$ cat src/rtl/mem_stage_pkg.sv
// Shared types for the memory stage: FSM states, write-back selects,
// and the control half of the MEM/WB payload.
package mem_stage_pkg;

  typedef enum logic {
    MS_IDLE,
    MS_REQ
  } ms_state_t;

  localparam logic [1:0] MM_ALU  = 2'b00;
  localparam logic [1:0] MM_LOAD = 2'b01;

  typedef struct packed {
    logic       wbs;
    logic [1:0] mm;
    logic       ni;
    logic [2:0] side;
  } mw_ctrl_t;

  function automatic logic is_load(input logic [1:0] mm);
    return mm == MM_LOAD;
  endfunction

endpackage

$ cat src/rtl/mem_stage_access_if.sv
// Data-memory req/ack bus between the memory stage (master)
// and the data memory (slave).
interface mem_stage_access_if #(
  parameter int DATA_W = 16,
  parameter int ADDR_W = 16
);
  logic              req;
  logic              we;
  logic [ADDR_W-1:0] addr;
  logic [DATA_W-1:0] wdata;
  logic              ack;
  logic [DATA_W-1:0] rdata;

  modport master (
    output req, we, addr, wdata,
    input  ack, rdata
  );

  modport slave (
    input  req, we, addr, wdata,
    output ack, rdata
  );
endinterface

$ cat src/rtl/mem_timeout_cnt.sv
// Cycle counter with clear/enable; tc flags the last allowed
// request cycle before a forced completion.
module mem_timeout_cnt #(
  parameter int TIMEOUT_CYC = 15
) (
  input  logic clk,
  input  logic rst,
  input  logic clr,
  input  logic en,
  output logic tc
);
  localparam int CW = (TIMEOUT_CYC > 1) ? $clog2(TIMEOUT_CYC) : 1;

  logic [CW-1:0] cnt;

  always_ff @(posedge clk) begin
    if (rst) begin
      cnt <= '0;
    end else if (clr) begin
      cnt <= '0;
    end else if (en) begin
      cnt <= cnt + CW'(1);
    end
  end

  assign tc = (cnt == CW'(TIMEOUT_CYC - 1));
endmodule

$ cat src/rtl/mem_stage_access.sv
// Memory stage: runs the data-memory transaction for loads/stores,
// stalls upstream while it is pending, and registers the MEM/WB payload.
module mem_stage_access
  import mem_stage_pkg::*;
#(
  parameter int DATA_W      = 16,
  parameter int ADDR_W      = 16,
  parameter int TIMEOUT_CYC = 15
) (
  input  logic              clk,
  input  logic              rst,
  input  logic              wbs_in,
  input  logic [1:0]        mm_in,
  input  logic [DATA_W-1:0] alu_in,
  input  logic [DATA_W-1:0] memdata_in,
  input  logic              wm_in,
  input  logic              ni_in,
  input  logic [2:0]        side_in,
  mem_stage_access_if.master dmem,
  output logic              stall_out,
  output logic              valid_out,
  output logic              wbs_out,
  output logic [DATA_W-1:0] wb_data_out,
  output logic [1:0]        mm_out,
  output logic              ni_out,
  output logic [2:0]        side_out,
  output logic              err_out
);
  ms_state_t         state_q, state_d;
  logic              we_q;
  logic [ADDR_W-1:0] addr_q;
  logic [DATA_W-1:0] wdata_q;
  logic [DATA_W-1:0] alu_q;
  mw_ctrl_t          ctl_q;

  logic              valid_q;
  mw_ctrl_t          out_q;
  logic [DATA_W-1:0] wbd_q;
  logic              err_q;

  logic              access;
  logic              latch;
  logic              cnt_clr;
  logic              cnt_en;
  logic              cnt_tc;
  logic              err_set;
  logic              stall;
  logic              nvalid;
  mw_ctrl_t          nctl;
  logic [DATA_W-1:0] ndata;
  logic [DATA_W-1:0] rd_eff;

  mem_timeout_cnt #(
    .TIMEOUT_CYC(TIMEOUT_CYC)
  ) u_cnt (
    .clk(clk),
    .rst(rst),
    .clr(cnt_clr),
    .en (cnt_en),
    .tc (cnt_tc)
  );

  assign access = wm_in | is_load(mm_in);
  // A timed-out read completes with zero data
  assign rd_eff = dmem.ack ? dmem.rdata : '0;

  always_comb begin
    state_d = state_q;
    stall   = 1'b0;
    latch   = 1'b0;
    cnt_clr = 1'b0;
    cnt_en  = 1'b0;
    err_set = 1'b0;
    nvalid  = 1'b0;
    nctl    = '0;
    ndata   = '0;
    unique case (state_q)
      MS_IDLE: begin
        if (access) begin
          stall   = 1'b1;
          latch   = 1'b1;
          cnt_clr = 1'b1;
          state_d = MS_REQ;
        end else begin
          nvalid = 1'b1;
          nctl   = '{wbs: wbs_in, mm: mm_in,
                     ni: ni_in, side: side_in};
          ndata  = alu_in;
        end
      end
      MS_REQ: begin
        if (dmem.ack || cnt_tc) begin
          state_d = MS_IDLE;
          nvalid  = 1'b1;
          nctl    = ctl_q;
          err_set = ~dmem.ack;
          if (we_q)
            ndata = '0;
          else if (is_load(ctl_q.mm))
            ndata = rd_eff;
          else
            ndata = alu_q;
        end else begin
          stall  = 1'b1;
          cnt_en = 1'b1;
        end
      end
      default: state_d = MS_IDLE;
    endcase
  end

  always_ff @(posedge clk) begin
    if (rst) begin
      state_q <= MS_IDLE;
      we_q    <= 1'b0;
      addr_q  <= '0;
      wdata_q <= '0;
      alu_q   <= '0;
      ctl_q   <= '0;
      valid_q <= 1'b0;
      out_q   <= '0;
      wbd_q   <= '0;
      err_q   <= 1'b0;
    end else begin
      state_q <= state_d;
      if (latch) begin
        we_q    <= wm_in;
        addr_q  <= alu_in[ADDR_W-1:0];
        wdata_q <= memdata_in;
        alu_q   <= alu_in;
        ctl_q   <= '{wbs: wbs_in, mm: mm_in,
                     ni: ni_in, side: side_in};
      end
      valid_q <= nvalid;
      out_q   <= nctl;
      wbd_q   <= ndata;
      if (err_set) err_q <= 1'b1;
    end
  end

  assign dmem.req   = (state_q == MS_REQ);
  assign dmem.we    = we_q;
  assign dmem.addr  = addr_q;
  assign dmem.wdata = wdata_q;

  assign stall_out   = stall;
  assign valid_out   = valid_q;
  assign wbs_out     = out_q.wbs;
  assign wb_data_out = wbd_q;
  assign mm_out      = out_q.mm;
  assign ni_out      = out_q.ni;
  assign side_out    = out_q.side;
  assign err_out     = err_q;
endmodule

$ cat src/flat_wrapper.sv
// flat-port wrapper written by rule: the top's interface ports become plain ports
module mem_stage_access_flat import mem_stage_pkg::*;
#(
  parameter int DATA_W      = 16,
  parameter int ADDR_W      = 16,
  parameter int TIMEOUT_CYC = 15
)
  (clk, rst, wbs_in, mm_in, alu_in, memdata_in, wm_in, ni_in, side_in, stall_out, valid_out, wbs_out, wb_data_out, mm_out, ni_out, side_out, err_out, dmem_req, dmem_we, dmem_addr, dmem_wdata, dmem_ack, dmem_rdata);
  mem_stage_access_if #(.DATA_W(DATA_W), .ADDR_W(ADDR_W)) dmem_i ();
  input  logic clk;
  input  logic rst;
  input  logic wbs_in;
  input  logic [1:0] mm_in;
  input  logic [DATA_W-1:0] alu_in;
  input  logic [DATA_W-1:0] memdata_in;
  input  logic wm_in;
  input  logic ni_in;
  input  logic [2:0] side_in;
  output logic stall_out;
  output logic valid_out;
  output logic wbs_out;
  output logic [DATA_W-1:0] wb_data_out;
  output logic [1:0] mm_out;
  output logic ni_out;
  output logic [2:0] side_out;
  output logic err_out;
  output wire logic [$bits(dmem_i.req)-1:0] dmem_req;
  output wire logic [$bits(dmem_i.we)-1:0] dmem_we;
  output wire logic [$bits(dmem_i.addr)-1:0] dmem_addr;
  output wire logic [$bits(dmem_i.wdata)-1:0] dmem_wdata;
  input wire logic [$bits(dmem_i.ack)-1:0] dmem_ack;
  input wire logic [$bits(dmem_i.rdata)-1:0] dmem_rdata;
  assign dmem_req = dmem_i.req;
  assign dmem_we = dmem_i.we;
  assign dmem_addr = dmem_i.addr;
  assign dmem_wdata = dmem_i.wdata;
  assign dmem_i.ack = dmem_ack;
  assign dmem_i.rdata = dmem_rdata;
  mem_stage_access #(.DATA_W(DATA_W), .ADDR_W(ADDR_W), .TIMEOUT_CYC(TIMEOUT_CYC)) u_core (.clk(clk), .rst(rst), .wbs_in(wbs_in), .mm_in(mm_in), .alu_in(alu_in), .memdata_in(memdata_in), .wm_in(wm_in), .ni_in(ni_in), .side_in(side_in), .dmem(dmem_i), .stall_out(stall_out), .valid_out(valid_out), .wbs_out(wbs_out), .wb_data_out(wb_data_out), .mm_out(mm_out), .ni_out(ni_out), .side_out(side_out), .err_out(err_out));
endmodule
$ cat config.mk
export PLATFORM = sky130hd
export DESIGN_NAME = mem_stage_access_flat
export DESIGN_NICKNAME = d
export VERILOG_FILES = /design/src/rtl/mem_stage_pkg.sv /design/src/rtl/mem_stage_access_if.sv /design/src/rtl/mem_timeout_cnt.sv /design/src/rtl/mem_stage_access.sv /design/src/flat_wrapper.sv
export SDC_FILE = /design/constraint.sdc
export NUM_CORES = 1
export LEC_CHECK = 0
export BUFFER_PORTS_ARGS = -buffer_cell sky130_fd_sc_hd__buf_4
export CAP_MARGIN = 10
export CORE_ASPECT_RATIO = 1.25
export CORE_MARGIN = 3
export CORE_UTILIZATION = 45
export CTS_BUF_LIST = sky130_fd_sc_hd__clkbuf_4 sky130_fd_sc_hd__clkbuf_8
export CTS_CLUSTER_SIZE = 20
export DETAILED_ROUTE_END_ITERATION = 12
export HOLD_SLACK_MARGIN = 0.02
export PLACE_DENSITY_LB_ADDON = 0.12
export SYNTH_ARGS = -nofsm -noshare
export SYNTH_HDL_FRONTEND = slang
export SYNTH_SLANG_ARGS = --single-unit
$ cat constraint.sdc
create_clock -name clk -period 1.65 [get_ports clk]
set_input_delay 0.33 -clock clk [delete_from_list [all_inputs] [get_ports clk]]
set_output_delay 0.33 -clock clk [all_outputs]
set_load 0.01 [all_outputs]
### After elaboration in Yosys (flattened, before gate mapping)

Cells that the tools add are included.

* add/subtract/negate cells: 1
* equality and inequality tests: 3
* mux-type cells: 19
* bitwise logic cells: 3
* reductions and logical operators: 2

Operators by type and width (number)
* $mux W16: 5
* $pmux W16 S2: 1
* $mux W7: 2
* $pmux W7 S2: 1
* $mux W1: 8
* $add A4 B1 Y4 const B: 1
* $eq A2 B1 Y1 const B: 2
* $eq A4 B4 Y1 const B: 1
* $pmux W1 S2: 2
* $not A1 Y1: 2
* $reduce_or A2 Y1: 1
* $logic_or A1 B1 Y1: 1
* $or A1 B1 Y1: 1

* register bits: 70
* bits of input ports: 59
* output and inout port bits: 60
* logic and storage cells: 44

### Logic depth before layout (Yosys ltp)

* word-level depth: 5
* mapped depth: 7
* depth with buffers taken out: 6

### Hierarchy

Synthesis repeated with hierarchy kept, for this count alone.

* cells, all modules: 309
* area, all modules: 3133.0 um2

Modules (own cells, without submodules)
* mem_stage_access: times used 1, cells an instance 289, area each 2935.3 um2, sequential area each 1321.3 um2
* mem_timeout_cnt: times used 1, cells an instance 20, area each 197.7 um2, sequential area each 80.1 um2

### Worst setup path after synthesis

OpenSTA, ideal clock, no wires.

* kind: reg2reg
* from: register u_core.u_cnt.cnt[0]
* to: register u_core.wbd_q[0] (netlist: u_core.wb_data_out[0])
* library setup time: 0.116 ns
* arrival time: 1.331 ns
* data required time: 1.534 ns
* path slack: 0.202 ns
* stages on the path, launching flop included: 8
* buffers on the path: 1
* clock period less this slack: 1.448 ns
* cell sequence: dfxtp_1 > inv_1 > ha_1 > and3_4 > o211a_4 > nand2b_4 > buf_6 > o21ai_1

* word-level cells in the longest chain between the ends: 4

RTL lines
* start, declared: line mem_timeout_cnt.sv:14 `logic [CW-1:0] cnt;`
* start signal, assigned: line mem_timeout_cnt.sv:22 `cnt <= cnt + CW'(1);`
* $eq A4 B4 Y1: line mem_timeout_cnt.sv:26 `assign tc = (cnt == CW'(TIMEOUT_CYC - 1));`
* $logic_or A1 B1 Y1: line mem_stage_access.sv:92 `if (dmem.ack || cnt_tc) begin`
* $mux W16: line mem_stage_access.sv:92
* $pmux W16 S2: line mem_stage_access.sv:77 `unique case (state_q)`
* end signal, assigned: line mem_stage_access.sv:136 `wbd_q <= ndata;`
* end, declared: line mem_stage_access.sv:38 `logic [DATA_W-1:0] wbd_q;`

No other way between the ends.
A chain may end at the register's enable or synchronous reset.

### Worst setup path in the final report

* from: register u_core.u_cnt.cnt[1]
* to: output stall_out

* word-level cells in the longest chain between the ends: 4

RTL lines
* $eq A4 B4 Y1: line mem_timeout_cnt.sv:26
* $logic_or A1 B1 Y1: line mem_stage_access.sv:92
* $mux W1: line mem_stage_access.sv:92
* $pmux W1 S2: line mem_stage_access.sv:77
* end, declared: line flat_wrapper.sv:19 `output logic stall_out;`

No other way between the ends.

==> summary.txt <==
Status
  – Run status: finished clean

GRT
  – Total routing usage reported by global routing: 0.209
  – Total congestion overflow: 0
  – Maximum number of pins on one net before global-route repair: 42
  – Via count of the first global-routing pass: 2416
  – Antenna violations before repair: 0
  – Global-route wire length before repair: 11.2 mm

Floorplanning
  – Die width: 75.2 um
  – I/O pin count: 119
  – Die ar.: 6960 um^2
  – Height of the chip: 92.5 um
  – Starting Density: 0.479
  – Area of the core region: 5630 um^2
  – Row cnt: 30

Placement
  – Count of buffers from port buffering: 118
  – Last weighted congestion value of the routability-driven placer: 0.809
  – Post-detail-place hpwl: 5.00 mm

Drt
  – Antenna-violating nets left: 0
  – Average wire length per cell after detail routing: 14.7 um
  – Vias per Instance: 5.12
  – DR WL met3: 537 um
  – Length of routed met2 wiring: 3.70 mm
  – WL final: 7.42 mm
  – Routed length on met1: 3.04 mm
  – Uppermost layer routed: met4
  – Number of detailed-routing iterations run before antenna repair: 4
  – DRC violation count after routing: 0
  – Vias after detailed routing: 2579
  – First DRT Iteration DRCs: 108

STA
  – Transition time at the pin with the least slew margin: 0.627 ns
  – Count of endpoints failing hold in the final timing report: 0
  – Peak clock frequency supported by timing: 0.610 GHz
  – Minimum period implied by the final worst setup slack: 1.64 ns
  – Relative max-transition margin: 0.582
  – Count of final max-slew check failures: 0
  – Hold Slack: 0.199 ns
  – Final setup vio count: 0
  – Share of the cycle needed by the critical path after routing: 0.993
  – Worst clock skew: 0.00918 ns
  – Total negative slack: 0 ns

Setup path
  – Arrival @ worst endpoint: 1.31 ns
  – Register-to-register path setup slack: 0.08 ns
  – List of cells traversed by the critical path: ha_2, nand3_2, nand2_2, nand2_2, buf_6
  – Depth of the worst register-to-register path: 7
  – Startpoint of the worst-slack reg-to-reg timing path: u_core.u_cnt.cnt[0]
  – RR Endpoint: u_core.wb_data_out[7]
  – Startpoint class of the critical path: flip-flop
  – Crit. End Element: output port
  – Required @ worst endpoint: 1.32 ns
  – Dominant cell type by count on the critical path: nand2_2
  – Max incr delay on CP: 0.36 ns
  – CP Max Fanout: 4
  – Critical Path Slowest Stage Cell: dfxtp_2
  – Category of the critical setup timing path: flip-flop to output port

Final layout
  – Post-layout util: 0.692
  – Most common cell after layout, fill and taps aside: buf_4
  – Diodes inserted: 0
  – Fraction of layout cells with a size suffix above 1: 0.386
  – Net count, final: 496
  – Area Overhead vs Synth: 44.6%
  – Highest-count cells in the layout ignoring fill and taps: 125 x buf_4, 95 x nand2_1, 67 x dfxtp_1, 58 x a21oi_1, 16 x and3_1

Synthesis
  – FF+latch count, synth: 70
  – Cell area after technology mapping: 2700 um^2
  – Warning count from the yosys run: 0
  – Synthesized net count: 377
  – Synthesized instance count: 316
  – Mean instance size in the synthesized netlist: 8.53 um^2
  – Count of distinct cell types in the synthesized netlist: 31
  – Share of async-settable or async-resettable flops after synthesis: 0
  – EDFF count, synth: 0
  – Primary FF master, synth: dfxtp_1
  – Proportion of synthesized chip area in sequential cells: 0.520

Pwr
  – Peak supply drop: 0.807 mV
  – Leakage: 1.79 nW
  – Ratio of total power to cell area: 1030 nW/um^2

Min path
  – Endpoint with the worst hold slack: u_core.wb_data_out[6]
  – Class of the most critical hold timing path: input port to flip-flop
  – Min-Delay Path Depth: 3
  – Min-delay src: alu_in[6]

Clock network
  – Deepest level of the CTS H-tree: 3
  – Num CTS Buffers: 9
  – Sinks on the clock net: 70
  – Clk pin slew, worst setup/hold paths: 0.08 ns
  – Clock latency on the worst-skew pair: 0.34 ns
  – Clock tree from TritonCTS: built
  – Hold buffer count at cts: 0
  – Root buffer cell: clkbuf_8
  – Clock Tree Buf Depth: 2

Job
  – Number of max-cap violations: 0
worst max-delay path: cells and delay by family (launching register included):
| family | cells | cell delay (ns) |
|---|---|---|
| DFF | 1 | 0.36 |
| buffers and inverters | 1 | 0.12 |
| and+or+nand+nor | 3 | 0.29 |
| adders and majority gates | 1 | 0.20 |
how the worst max path moves through the flow:
stage | endpoint | from | slack (ns) | cells past startpoint
global route | stall_out | u_core.u_cnt.cnt[1] | -0.06 | 5
finish | stall_out | u_core.u_cnt.cnt[1] | 0.01 | 5
global placement | u_core.wb_data_out[5] | u_core.u_cnt.cnt[0] | 0.14 | 6
floorplan | u_core.wb_data_out[0] | u_core.u_cnt.cnt[0] | 0.20 | 7
detailed placement | u_core.wb_data_out[3] | u_core.u_cnt.cnt[0] | 0.09 | 6
CTS | stall_out | u_core.u_cnt.cnt[0] | 0.008 | 6
routing by layer:
layer  track usage  up-vias
li1              -     1298
met1         0.239     1166
met2         0.358      101
met3        0.0543       14
met4        0.0904        0
met5             0        -
cell usage after synthesis, types with 3 or more instances:
cell | instances | share of area
dfxtp_1 | 70 | 0.52
nand3_1 | 3 | 0.0056
nand2_1 | 97 | 0.14
and3_1 | 16 | 0.037
a22o_2 | 7 | 0.026
buf_4 | 3 | 0.0084
clkbuf_1 | 5 | 0.0070
a21oi_1 | 58 | 0.11
nor3_1 | 5 | 0.0093
o21ai_1 | 10 | 0.019
o21ai_0 | 6 | 0.011
buf_2 | 8 | 0.015
buf_6 | 3 | 0.013
per-stage QoR:
step | instance area (um^2) | cells | worst slack [ns] | total power, mW
floorplan | 2700 | 316 | 0.202 | 2.19
global placement | 3620 | 483 | 0.144 | 2.51
detailed placement | 3620 | 483 | 0.0879 | 2.52
CTS | 3850 | 500 | 0.00810 | 4.06
global route | 3900 | 504 | -0.0600 | 4.21
finish | 3900 | 504 | 0.0116 | 4.03
flip-flops by register name (all words and copies together), names as in the netlist, 2 cells and up:
register / count
u_core.mm_out: 2
u_core.u_cnt.cnt: 4
u_core.wb_data_out: 16
u_core.side_out: 3
u_core.alu_q: 16
u_core.ctl_q: 7
u_core.dmem.wdata: 16
cell type report:
cell class	instances	area (um^2)
fill	477	1730
sequential	70	1410
multi-input combinational	224	1190
timing repair buffer	128	990
clock buffer	10	138
clock inverter	6	85.1
tap	64	80.1
inverter	2	7.51
where the power goes:
group	internal (mW)	switching, mW
combinational	0.323	0.317
sequential	1.79	0.0604
clock	0.887	0.649
total	3.00	1.03
cells by family (layout without fill, tap and decap cells):
kind of cell             count (synthesis)  in the layout  synth area share
adder cells (fa/ha/maj)                  2              2           0.00928
AO/OA/AOI/OAI                           85             85             0.183
AND/OR/NAND/NOR                        133            134             0.230
flip-flops                              70             70             0.520
buffers and inverters                   23            146            0.0483
XOR/XNOR                                 3              3           0.00975
timing repair:
action                                  4_1_cts  5_1_grt
resized for setup                             3        6
endpoints found under the setup margin        1        1
pin swaps                                     0        1
gates cloned                                  0        1
setup buffers                                 1        3
Power figures use the tool's default switching activity.
